`src/rtl/button_debounce_ctrl.sv`:
```
// Single-button debouncer: 2-flop synchroniser feeding a tick-sampled qualification FSM,
// with a registered clean level and one-cycle press/release pulses.
module button_debounce_ctrl #(
    parameter int TICK_DIV       = 40000,
    parameter int STABLE_SAMPLES = 4
) (
    input  logic clk,
    input  logic rst_n,
    input  logic btn_in,
    output logic btn_level,
    output logic btn_press,
    output logic btn_release,
    output logic busy
);

    localparam int TW = $clog2(TICK_DIV);
    localparam int AW = $clog2(STABLE_SAMPLES + 1);
    localparam logic [TW-1:0] TICK_LAST  = TW'(TICK_DIV - 1);
    localparam logic [AW-1:0] AGREE_LAST = AW'(STABLE_SAMPLES - 1);
    localparam logic [AW-1:0] AGREE_MAX  = AW'(STABLE_SAMPLES);

    typedef enum logic [1:0] {
        IDLE   = 2'd0,
        CHK_HI = 2'd1,
        HIGH   = 2'd2,
        CHK_LO = 2'd3
    } state_t;

    state_t        state;
    state_t        next_state;
    logic [1:0]    sync_ff;
    logic          sync;
    logic [TW-1:0] timer;
    logic [AW-1:0] agree;
    logic          in_chk;
    logic          tick;
    logic          sample_agrees;
    logic          level_d;
    logic          press_d;
    logic          release_d;

    // NOTE: sequential state uses non-blocking assignments so every flop samples pre-edge values.
    always_ff @(posedge clk or negedge rst_n) begin
        if (!rst_n) begin
            sync_ff <= 2'b00;
        end else begin
            sync_ff <= {sync_ff[0], btn_in};
        end
    end

    assign sync          = sync_ff[1];
    assign in_chk        = (state == CHK_HI) || (state == CHK_LO);
    assign tick          = in_chk && (timer == TICK_LAST);
    // In CHK_HI a high sample agrees; in CHK_LO a low sample agrees.
    assign sample_agrees = (sync == (state == CHK_HI));
    assign busy          = in_chk;

    always_ff @(posedge clk or negedge rst_n) begin
        if (!rst_n) begin
            state <= IDLE;
        end else begin
            state <= next_state;
        end
    end

    always_comb begin
        // NOTE: defaults come first so no branch leaves a signal unassigned (no latch).
        next_state = state;
        case (state)
            IDLE: begin
                if (sync) next_state = CHK_HI;
            end
            CHK_HI: begin
                if (tick) begin
                    if (!sync)                    next_state = IDLE;
                    else if (agree == AGREE_LAST) next_state = HIGH;
                end
            end
            HIGH: begin
                if (!sync) next_state = CHK_LO;
            end
            CHK_LO: begin
                if (tick) begin
                    if (sync)                     next_state = HIGH;
                    else if (agree == AGREE_LAST) next_state = IDLE;
                end
            end
            default: next_state = IDLE;
        endcase
        level_d   = (next_state == HIGH) || (next_state == CHK_LO);
        press_d   = (state == CHK_HI) && (next_state == HIGH);
        release_d = (state == CHK_LO) && (next_state == IDLE);
    end

    // Timer and agree count restart on any state change, so each qualification starts clean.
    always_ff @(posedge clk or negedge rst_n) begin
        if (!rst_n) begin
            timer <= '0;
            agree <= '0;
        end else if (!in_chk || (next_state != state)) begin
            timer <= '0;
            agree <= '0;
        end else begin
            timer <= tick ? '0 : timer + 1'b1;
            if (tick && sample_agrees && (agree != AGREE_MAX)) begin
                agree <= agree + 1'b1;
            end
        end
    end

    always_ff @(posedge clk or negedge rst_n) begin
        if (!rst_n) begin
            btn_level   <= 1'b0;
            btn_press   <= 1'b0;
            btn_release <= 1'b0;
        end else begin
            btn_level   <= level_d;
            btn_press   <= press_d;
            btn_release <= release_d;
        end
    end

endmodule

```
`config.mk`:
```
export PLATFORM = sky130hd
export DESIGN_NAME = button_debounce_ctrl
export DESIGN_NICKNAME = d
export VERILOG_FILES = /design/src/rtl/button_debounce_ctrl.sv
export SDC_FILE = /design/constraint.sdc
export NUM_CORES = 1
export LEC_CHECK = 0
export ABC_AREA = 0
export CORE_MARGIN = 1.5
export CORE_UTILIZATION = 45
export DETAILED_ROUTE_END_ITERATION = 10
export DONT_BUFFER_PORTS = 1
export SLEW_MARGIN = 40
export SYNTH_ARGS = -nofsm -noshare
export SYNTH_HDL_FRONTEND = slang
export SYNTH_SLANG_ARGS = --single-unit
```
`constraint.sdc`:
```
create_clock -name clk -period 2 [get_ports clk]
set_input_delay 0.5 -clock clk [delete_from_list [all_inputs] [get_ports clk]]
set_output_delay 0.5 -clock clk [all_outputs]
set_load 0.05 [all_outputs]
```
* Word level (Yosys, flattened, before mapping)
Cells that the tools add are included.
** Cells by class
- Add/subtract/negate cells :: 2
- Equality and inequality tests :: 10
- Mux-type cells :: 13
- Reductions and logical operators :: 12
** Operators by type and width (number)
- 16-bit 2-to-1 mux :: 2
- 16-bit by 1-bit adder with 16-bit output, second input constant :: 1
- 16-bit equality test, second input constant :: 1
- 2-bit 2-to-1 mux :: 8
- 2-bit equality test, second input constant :: 4
- 2-bit case mux with 4 select lines :: 1
- 3-bit 2-to-1 mux :: 2
- 1-bit logical AND :: 5
- 2-bit logical NOT :: 2
- 3-bit by 1-bit adder with 3-bit output, second input constant :: 1
- 3-bit by 2-bit equality test with 1-bit output, second input constant :: 1
- 1-bit logical OR :: 3
- 3-bit inequality test, second input constant :: 1
- 2-bit by 1-bit equality test with 1-bit output, second input constant :: 1
- 2-bit inequality test :: 1
- 2-bit nonzero test :: 1
- 1-bit equality test :: 1
- 1-bit logical NOT :: 1
** Word-level totals
- Bits in registers :: 26
- Input port bits :: 3
- Output and inout port bits :: 4
- Word-level logic and storage cells :: 44

* Longest topological paths before layout
Gate-level depths: netlist (run 1).
- Word-level depth :: 8
- Mapped depth :: 6

* Least setup slack after synthesis (run 1)
No wires, ideal clock.
- Kind :: register to register
- Start point :: register timer[0]
- End point :: register btn_level
- Library setup time :: 127 ps
- Arrival :: 1882 ps
- Required time :: 1873 ps
- Setup slack :: -9 ps
- Cell stages (with the launch flop) :: 6
- Path buffers :: 0
- Period minus slack after synthesis :: 2009 ps
- Cells stage by stage :: dfrtp_1 ha_1 or4b_1 nor4_4 nand2_2 mux2_1
** On the way
- Cells in the longest elaborated chain, start to end :: 6
** Ends and longest elaborated chain
- from (decl) :: line 33 : logic [TW-1:0] timer;
- from (signal assigned) :: line 104 : timer <= tick ? '0 : timer + 1'b1;
- 16-bit equality test (*) :: line 53 : assign tick = in_chk && (timer == TICK_LAST);
- 1-bit logical AND (*) :: line 53
- 2-bit 2-to-1 mux (on tied branches) :: line 83, 74
- 2-bit case mux with 4 select lines (*) :: line 69 : case (state)
- 2-bit equality test :: line 90 : level_d = (next_state == HIGH) || (next_state == CHK_LO);
- 1-bit logical OR (*) :: line 90
- via level_d :: line 38 : logic level_d;
- to (signal assigned) :: line 117 : btn_level <= level_d;
- to (decl) :: line 10 : output logic btn_level,
The timed path passes the listed nets; every way through them passes the cells marked *.
A chain may end at the register's enable or synchronous reset.

* Worst setup path in the final report (run 1)
- Start point :: register timer[6]
- End point :: register timer[12]
** On the way
- Cells in the longest elaborated chain, start to end :: 7
** Ends and longest elaborated chain
- 16-bit equality test :: line 53
- 1-bit logical AND :: line 53
- 2-bit 2-to-1 mux (on tied branches) :: line 83, 74
- 2-bit case mux with 4 select lines :: line 69
- 2-bit inequality test :: line 100 : end else if (!in_chk || (next_state != state)) begin
- 1-bit logical OR :: line 100
- 16-bit 2-to-1 mux (*) :: line 100
Every way passes the cells marked *; elsewhere a longest branch is shown, timed or not.

==> results.yml, run 1 <==
grt:
  antenna_found_initial: 0
  grt_overflow_total: 0
  grt_start_max_net_pins: 27
  first_global_vias: 955
  global_route.usage.total_pct: 17.3
  global_route_wire_length_before_repair_um: 4210
clock_tree:
  clock_path_buffers: 2
  worst_setup_hold_path_clk_slew_ns: 0.15
  cts_made_buffers: 3
  clock_latency_ns: 0.33
  clock_sink_count: 26
  cts_root_buf: "clkbuf_4"
  tritoncts_clock_tree: "yes"
  h-tree-depth: 1
logic_synthesis:
  yosys-top-cells-area: "dfrtp_1 51%, xnor2_1 8.2%, nor2_1 5.0%, ha_1 3.9%, nand4_1 2.9%"
  dominantRegCellSynth: "dfrtp_1"
  netlist.area_leader.share_pct: 51.0
  asyncSetResetFlopFracSynth_pct: 100
  postSynthRegisterBits: 26
  syn-num-nets: 127
  mappedNetlistArea_sq_um: 1280
  synth.lib_cells_used.distinct: 28
  yosysSeqAreaShare_pct: 51.0
  synth.largest_area_cell: "dfrtp_1"
  yosys-top-cells-count: "26 x dfrtp_1, 17 x nor2_1, 12 x xnor2_1, 7 x nand2_1"
  synth.most_common_cell: "dfrtp_1"
  netlist_instances: 120
  synth-edff-count: 0
  synth-warning-count: 0
  synth.avg_cell_area_sq_um: 10.6
route:
  post-route-drc-count: 0
  first_iter_violations: 18
  via_per_instance_ratio: 5.45
  routed-via-count: 894
  drtAntennaViolNets: 0
  post_drt_wl_per_cell_um: 14.0
  drt-pass1-iter-count: 4
  drt-total-wl_um: 2290
critical_path:
  cp.arrival_ns: 2.16
  timing.critical_path.slowest_cell_delay_ns: 0.56
  timing.critical_path.to_type: "flip-flop"
  critPathMaxFanout: 8
  critical_path_class: "flip-flop to flip-flop"
  start_kind: "flip-flop"
  path_cells: "or4b_4 -> or4_1 -> nand2_2 -> buf_4 -> nor2_1"
  cp.required_ns: 2.23
  critPathSlowestCell: "or4b_4"
sta:
  achievable-frequency_ghz: 0.519
  worst-slew-pin-transition_ns: 0.453
  layout_min_cycle_time_ns: 1.93
  finalHoldViolCount: 0
  fin_skew_ns: 0.00604
  timing.final.setup_violations: 0
  share_of_the_cycle_needed_by_the_critical_path_after_routing_pct: 96.3
  rsz0062_at_grt: "false"
  holdWs_ns: 0.176
  max-slew-margin-rel_pct: 69.8
  final.setup.worst_slack_ns: 0.0737
  drv_slew: 0
  tns_ns: 0
pwr:
  peakVddDrop_mv: 0.727
  power.static_leakage_nw: 0.625
  power_density_nw_per_um2: 913
  total_power_mw: 1.34
final_layout:
  layout-drive-gt1-share_pct: 15.0
  filler_cell_count: 242
  antenna_cells: 0
  multi_input_gate_area_sq_um: 604
  final_core_util_pct: 53.6
  seqCellArea_sq_um: 651
  num-nets-final: 141
  area_growth_pct: 14.9
place:
  buffer_ports.inserted: 0
  pre_cts_slack_ns: 0.0834
  place.detailed.hpwl_um: 1700
  finalWeightedCongestion: 0.814
floorplanning:
  fp.coreArea_sq_um: 2730
  design.portCount: 7
  row_count: 19
  die_width_um: 56.3
  y_dimension_of_the_die_um: 56.3
  die-area_sq_um: 3160
  initial_utilization_pct: 46.7
min_path:
  timing.hold.worst.class: "input pin to flip-flop"
outcome:
  run_status: "finished, final reports clean"
flow_run:
  cap_violations: 0
==> per-layer routing <==
metal	up-vias	track usage [%]	wire length (um)	part of all wire, %
li1	441	-	-	-
met1	429	22.7	1070	47
met2	17	27.2	1090	48
met3	7	2.30	69	3.0
met4	0	10.9	59	2.6
met5	-	0	0	0
==> final cells by class <==
cell class / instances / area share [%]
Timing Repair Buffer: 11 / 6.66
Sequential cell: 26 / 44.4
Clock inverter: 1 / 2.05
Clock buffer: 3 / 1.54
Tap cell: 31 / 2.65
Multi-Input combinational cell: 86 / 41.2
Inverter: 6 / 1.54
==> report_power, final <==
part           switching [mW]  total [mW]  internal [mW]
logic                   0.150       0.295          0.145
registers              0.0814       0.677          0.596
clock network           0.163       0.366          0.203
==> path summary, 6_finish.rpt <==
path                       cells after the start  slack [ns]         end        from
setup / recovery                               5        0.07   timer[12]    timer[6]
min in group asynchronous                      2        0.58    agree[2]       rst_n
hold / removal                                 0        0.18  sync_ff[0]      btn_in
setup reg to reg                               5        0.07   timer[12]    timer[6]
hold reg to reg                                0        0.37  sync_ff[1]  sync_ff[0]
max in group asynchronous                      2        1.27   timer[15]       rst_n
==> flip-flops by register name (all words and copies together) (netlist names) <==
register,count
btn_release,1
state,2
agree,3
timer,16
btn_press,1
sync_ff,2
btn_level,1
==> critical path: cells and delay by family, from the launching register on <==
| kind | cells | cell delay [ns] |
|---|---|---|
| AND/OR/NAND/NOR | 4 | 1.27 |
| flip-flops | 1 | 0.41 |
| buffers and inverters | 1 | 0.16 |
==> per-stage QoR <==
| stage | cell area (sq um) | instances |
|---|---|---|
| floorplan | 1280 | 120 |
| global placement | 1370 | 158 |
| detailed placement | 1370 | 158 |
| CTS | 1450 | 164 |
| global route | 1470 | 164 |
| finish | 1470 | 164 |
==> what timing repair did <==
action,CTS,global route
endpoints found under the setup margin,0,6
hold endpoints to repair,26,0
hold buffers,2,0
buffers inserted,0,0
gates resized for setup,0,2
==> logic make-up after synthesis <==
kind of cell,count (synthesis),synth area share (%)
multiplexers,5,4.12
AND/OR/NAND/NOR,58,25.6
adder cells (fa/ha/maj),4,3.92
AO/OA/AOI/OAI,4,2.16
flip-flops,26,51.0
XOR/XNOR,15,10.3
buffers and inverters,8,2.94
==> cell usage in the layout (no fill, tap or decap), types with 5 or more instances in the layout <==
master,count
inv_1,6
buf_4,9
nor2_1,17
nand2_1,7
nor3_1,5
nand4_1,6
dfrtp_1,26
nand3_1,5
nor4_1,5
xnor2_1,12
Note: power is estimated with default switching activity, not from simulation.
==> inputs of run 2 (changes only) <==
--- a/config.mk
+++ b/config.mk
@@ -5,7 +5,7 @@
 export SDC_FILE = /design/constraint.sdc
 export NUM_CORES = 1
 export LEC_CHECK = 0
-export ABC_AREA = 0
+export ABC_AREA = 1
 export CORE_MARGIN = 1.5
 export CORE_UTILIZATION = 45
 export DETAILED_ROUTE_END_ITERATION = 10
==> results.yml, run 2 <==
critical_path:
  critPathSlowestCell: "dfrtp_1"
  crit_top_cell: "nand2_2"
  crit-reg2reg-capture: "timer[2]"
  r2r_cells: 8
  cp_num_cells: 8
  path_cells: "ha_1 -> nand3_2 -> nor3_1 -> nand3b_1 -> nand2_1 -> nand2_2 -> nand2_2 -> nor2_1"
  critical_path_startpoint: "timer[0]"
  path_buf_inv: 0
  critical_path_class: "flip-flop to flip-flop"
  ff2ff_setup_slack_ns: 0.40
  timing.critical_path.to_type: "flip-flop"
  critPathMaxFanout: 5
  cp.required_ns: 2.22
  critical_path.endpoint: "timer[2]"
  cp.arrival_ns: 1.83
  top_family_by_delay_on_critical_path: "simple AND/OR/NAND/NOR gates"
  regToRegStartpoint: "timer[0]"
  timing.critical_path.slowest_cell_delay_ns: 0.39
  start_kind: "flip-flop"
final_layout:
  largest_reg_flops: 16
  final_common_cell: "nand2_1"
  largestRegisters: "timer: 16 flops, agree: 3 flops"
  largest_register: "timer"
  commonest_non_fill_non_tap_cells_in_the_layout: "29 x nand2_1, 28 x nor2_1, 26 x dfrtp_1"
  num-nets-final: 176
  layout-drive-gt1-share_pct: 12.0
  antenna_cells: 0
  area_growth_pct: 7.22
  fin_cells: 198
route:
  via_per_instance_ratio: 5.09
  drt-total-wl_um: 2300
  drt-pass1-iter-count: 7
  first_iter_violations: 33
  drtAntennaViolNets: 0
  post_drt_wl_per_cell_um: 11.6
  routed-via-count: 1008
  post-route-drc-count: 4
sta:
  tns_ns: 0
  max-slew-margin-rel_pct: 70.5
  rsz0062_at_grt: "false"
  layout_min_cycle_time_ns: 1.60
  share_of_the_cycle_needed_by_the_critical_path_after_routing_pct: 80.1
  achievable-frequency_ghz: 0.624
  timing.final.setup_violations: 0
  drv_slew: 0
  finalHoldViolCount: 0
  fin_skew_ns: 0.00565
  worst-slew-pin-transition_ns: 0.443
floorplanning:
  fp.coreArea_sq_um: 2810
  die-area_sq_um: 3340
  die_width_um: 57.8
  design.portCount: 7
  initial_utilization_pct: 48.2
  row_count: 19
  y_dimension_of_the_die_um: 57.8
outcome:
  run_status: "finished, violations left"
  violated_checks: "DRC"
logic_synthesis:
  synth.most_common_cell: "nand2_1"
  synth.largest_area_cell: "dfrtp_1"
  syn-num-nets: 169
  postSynthRegisterBits: 26
  synth.lib_cells_used.distinct: 28
  netlist.area_leader.share_pct: 48.1
  yosys-top-cells-area: "dfrtp_1 48%, nand2_1 8.0%, nor2_1 7.8%, inv_1 5.3%, ha_1 3.7%"
  dominantRegCellSynth: "dfrtp_1"
  synth-edff-count: 0
  synth-warning-count: 0
  yosys-top-cells-count: "29 x nand2_1, 28 x nor2_1, 26 x dfrtp_1, 19 x inv_1, 9 x nand3_1"
  synth.avg_cell_area_sq_um: 8.35
  netlist_instances: 162
  asyncSetResetFlopFracSynth_pct: 100
  mappedNetlistArea_sq_um: 1350
  yosysSeqAreaShare_pct: 48.1
grt:
  grt_overflow_total: 0
  global_route.usage.total_pct: 16.4
  grt_start_max_net_pins: 27
  global_route_wire_length_before_repair_um: 4240
  first_global_vias: 952
  antenna_found_initial: 0
clock_tree:
  post-cts-setup-buffer-count: 0
  clock_path_buffers: 2
  clock_sink_count: 26
  clock_latency_ns: 0.32
  cts_root_buf: "clkbuf_4"
  tritoncts_clock_tree: "yes"
  h-tree-depth: 1
  cts_made_buffers: 3
  worst_setup_hold_path_clk_slew_ns: 0.13
place:
  buffer_ports.inserted: 0
  finalWeightedCongestion: 0.779
  place.detailed.hpwl_um: 1710
  post-place-cells: 193
pwr:
  power.static_leakage_nw: 0.684
  power_density_nw_per_um2: 796
  peakVddDrop_mv: 0.448
flow_run:
  cap_violations: 0
min_path:
  timing.hold.worst.class: "input pin to flip-flop"
-- run 2: changes by cell type after synthesis, sizes merged, moves of 2 or more --
cell	before	now
a21boi	2	0
a21oi	0	3
and2	2	0
inv	6	21
mux2	2	0
mux2i	3	0
nand2	9	32
nand3	5	11
nor2	17	33
nor4	6	3
or4b	2	0
xnor2	12	4
-- run 2: where the power goes --
group	leakage, nW	switching (mW)	internal, mW
Combinational	0.332	0.149	0.0989
Sequential	0.338	0.0883	0.599
Clock	0.0138	0.148	0.0706
-- run 2: worst min path at each step --
stage,end,start,cells past startpoint
after floorplan,agree[0],rst_n,0
after global placement,timer[14],rst_n,0
after detailed placement,timer[14],rst_n,0
after CTS,sync_ff[0],btn_in,0
after global routing,sync_ff[0],btn_in,0
final,sync_ff[0],btn_in,0
-- run 2: cells by family after synthesis --
family                     after synthesis  share of synthesized area (%)
buffers and inverters                   25                           7.31
DFF                                     26                           48.1
adders and majority gates                4                           3.70
and+or+nand+nor                         93                           33.2
AOI/OAI and AO/OA                        6                           2.50
xor gates and xnor gates                 8                           5.18
-- run 2: cell type report --
cell class | count | area, sq um
Multi-Input combinational cell | 111 | 603
Clock buffer | 3 | 22.5
Inverter | 22 | 82.6
Sequential cell | 26 | 651
Tap cell | 31 | 38.8
Timing Repair Buffer | 5 | 52.6
Fill cell | 267 | 1360
-- run 2: worst register-to-register path, cell delays in order, from the launching register on --
cell	delay, ns
dfrtp_1	0.39
ha_1	0.20
nand3_2	0.13
nor3_1	0.27
nand3b_1	0.20
nand2_1	0.12
nand2_2	0.06
nand2_2	0.09
nor2_1	0.05
-- run 2: what timing repair did --
action,4_1_cts,5_1_grt
resized for setup,0,0
endpoints found under the hold margin,26,0
hold buffers,2,0
-- run 2: per-layer routing --
layer | part of all wire [%] | GRT usage [%]
met4 | 1.7 | 6.98
met1 | 50 | 24.6
met3 | 3.7 | 2.90
met2 | 44 | 23.4
met5 | 0 | 0
-- run 2: through the flow --
stage | power, mW | instance area, sq um | hold slack, ns | setup slack (ns) | utilization, %
global placement | 0.926 | 1400 | 0.205 | 0.448 | 49.8
global route | 1.24 | 1450 | 0.164 | 0.238 | 51.7
floorplan | 0.881 | 1350 | 0.204 | 0.566 | -
finish | 1.15 | 1450 | 0.191 | 0.399 | 51.7
detailed placement | 0.930 | 1400 | 0.205 | 0.414 | 49.8
CTS | 1.17 | 1450 | 0.184 | 0.390 | 51.7
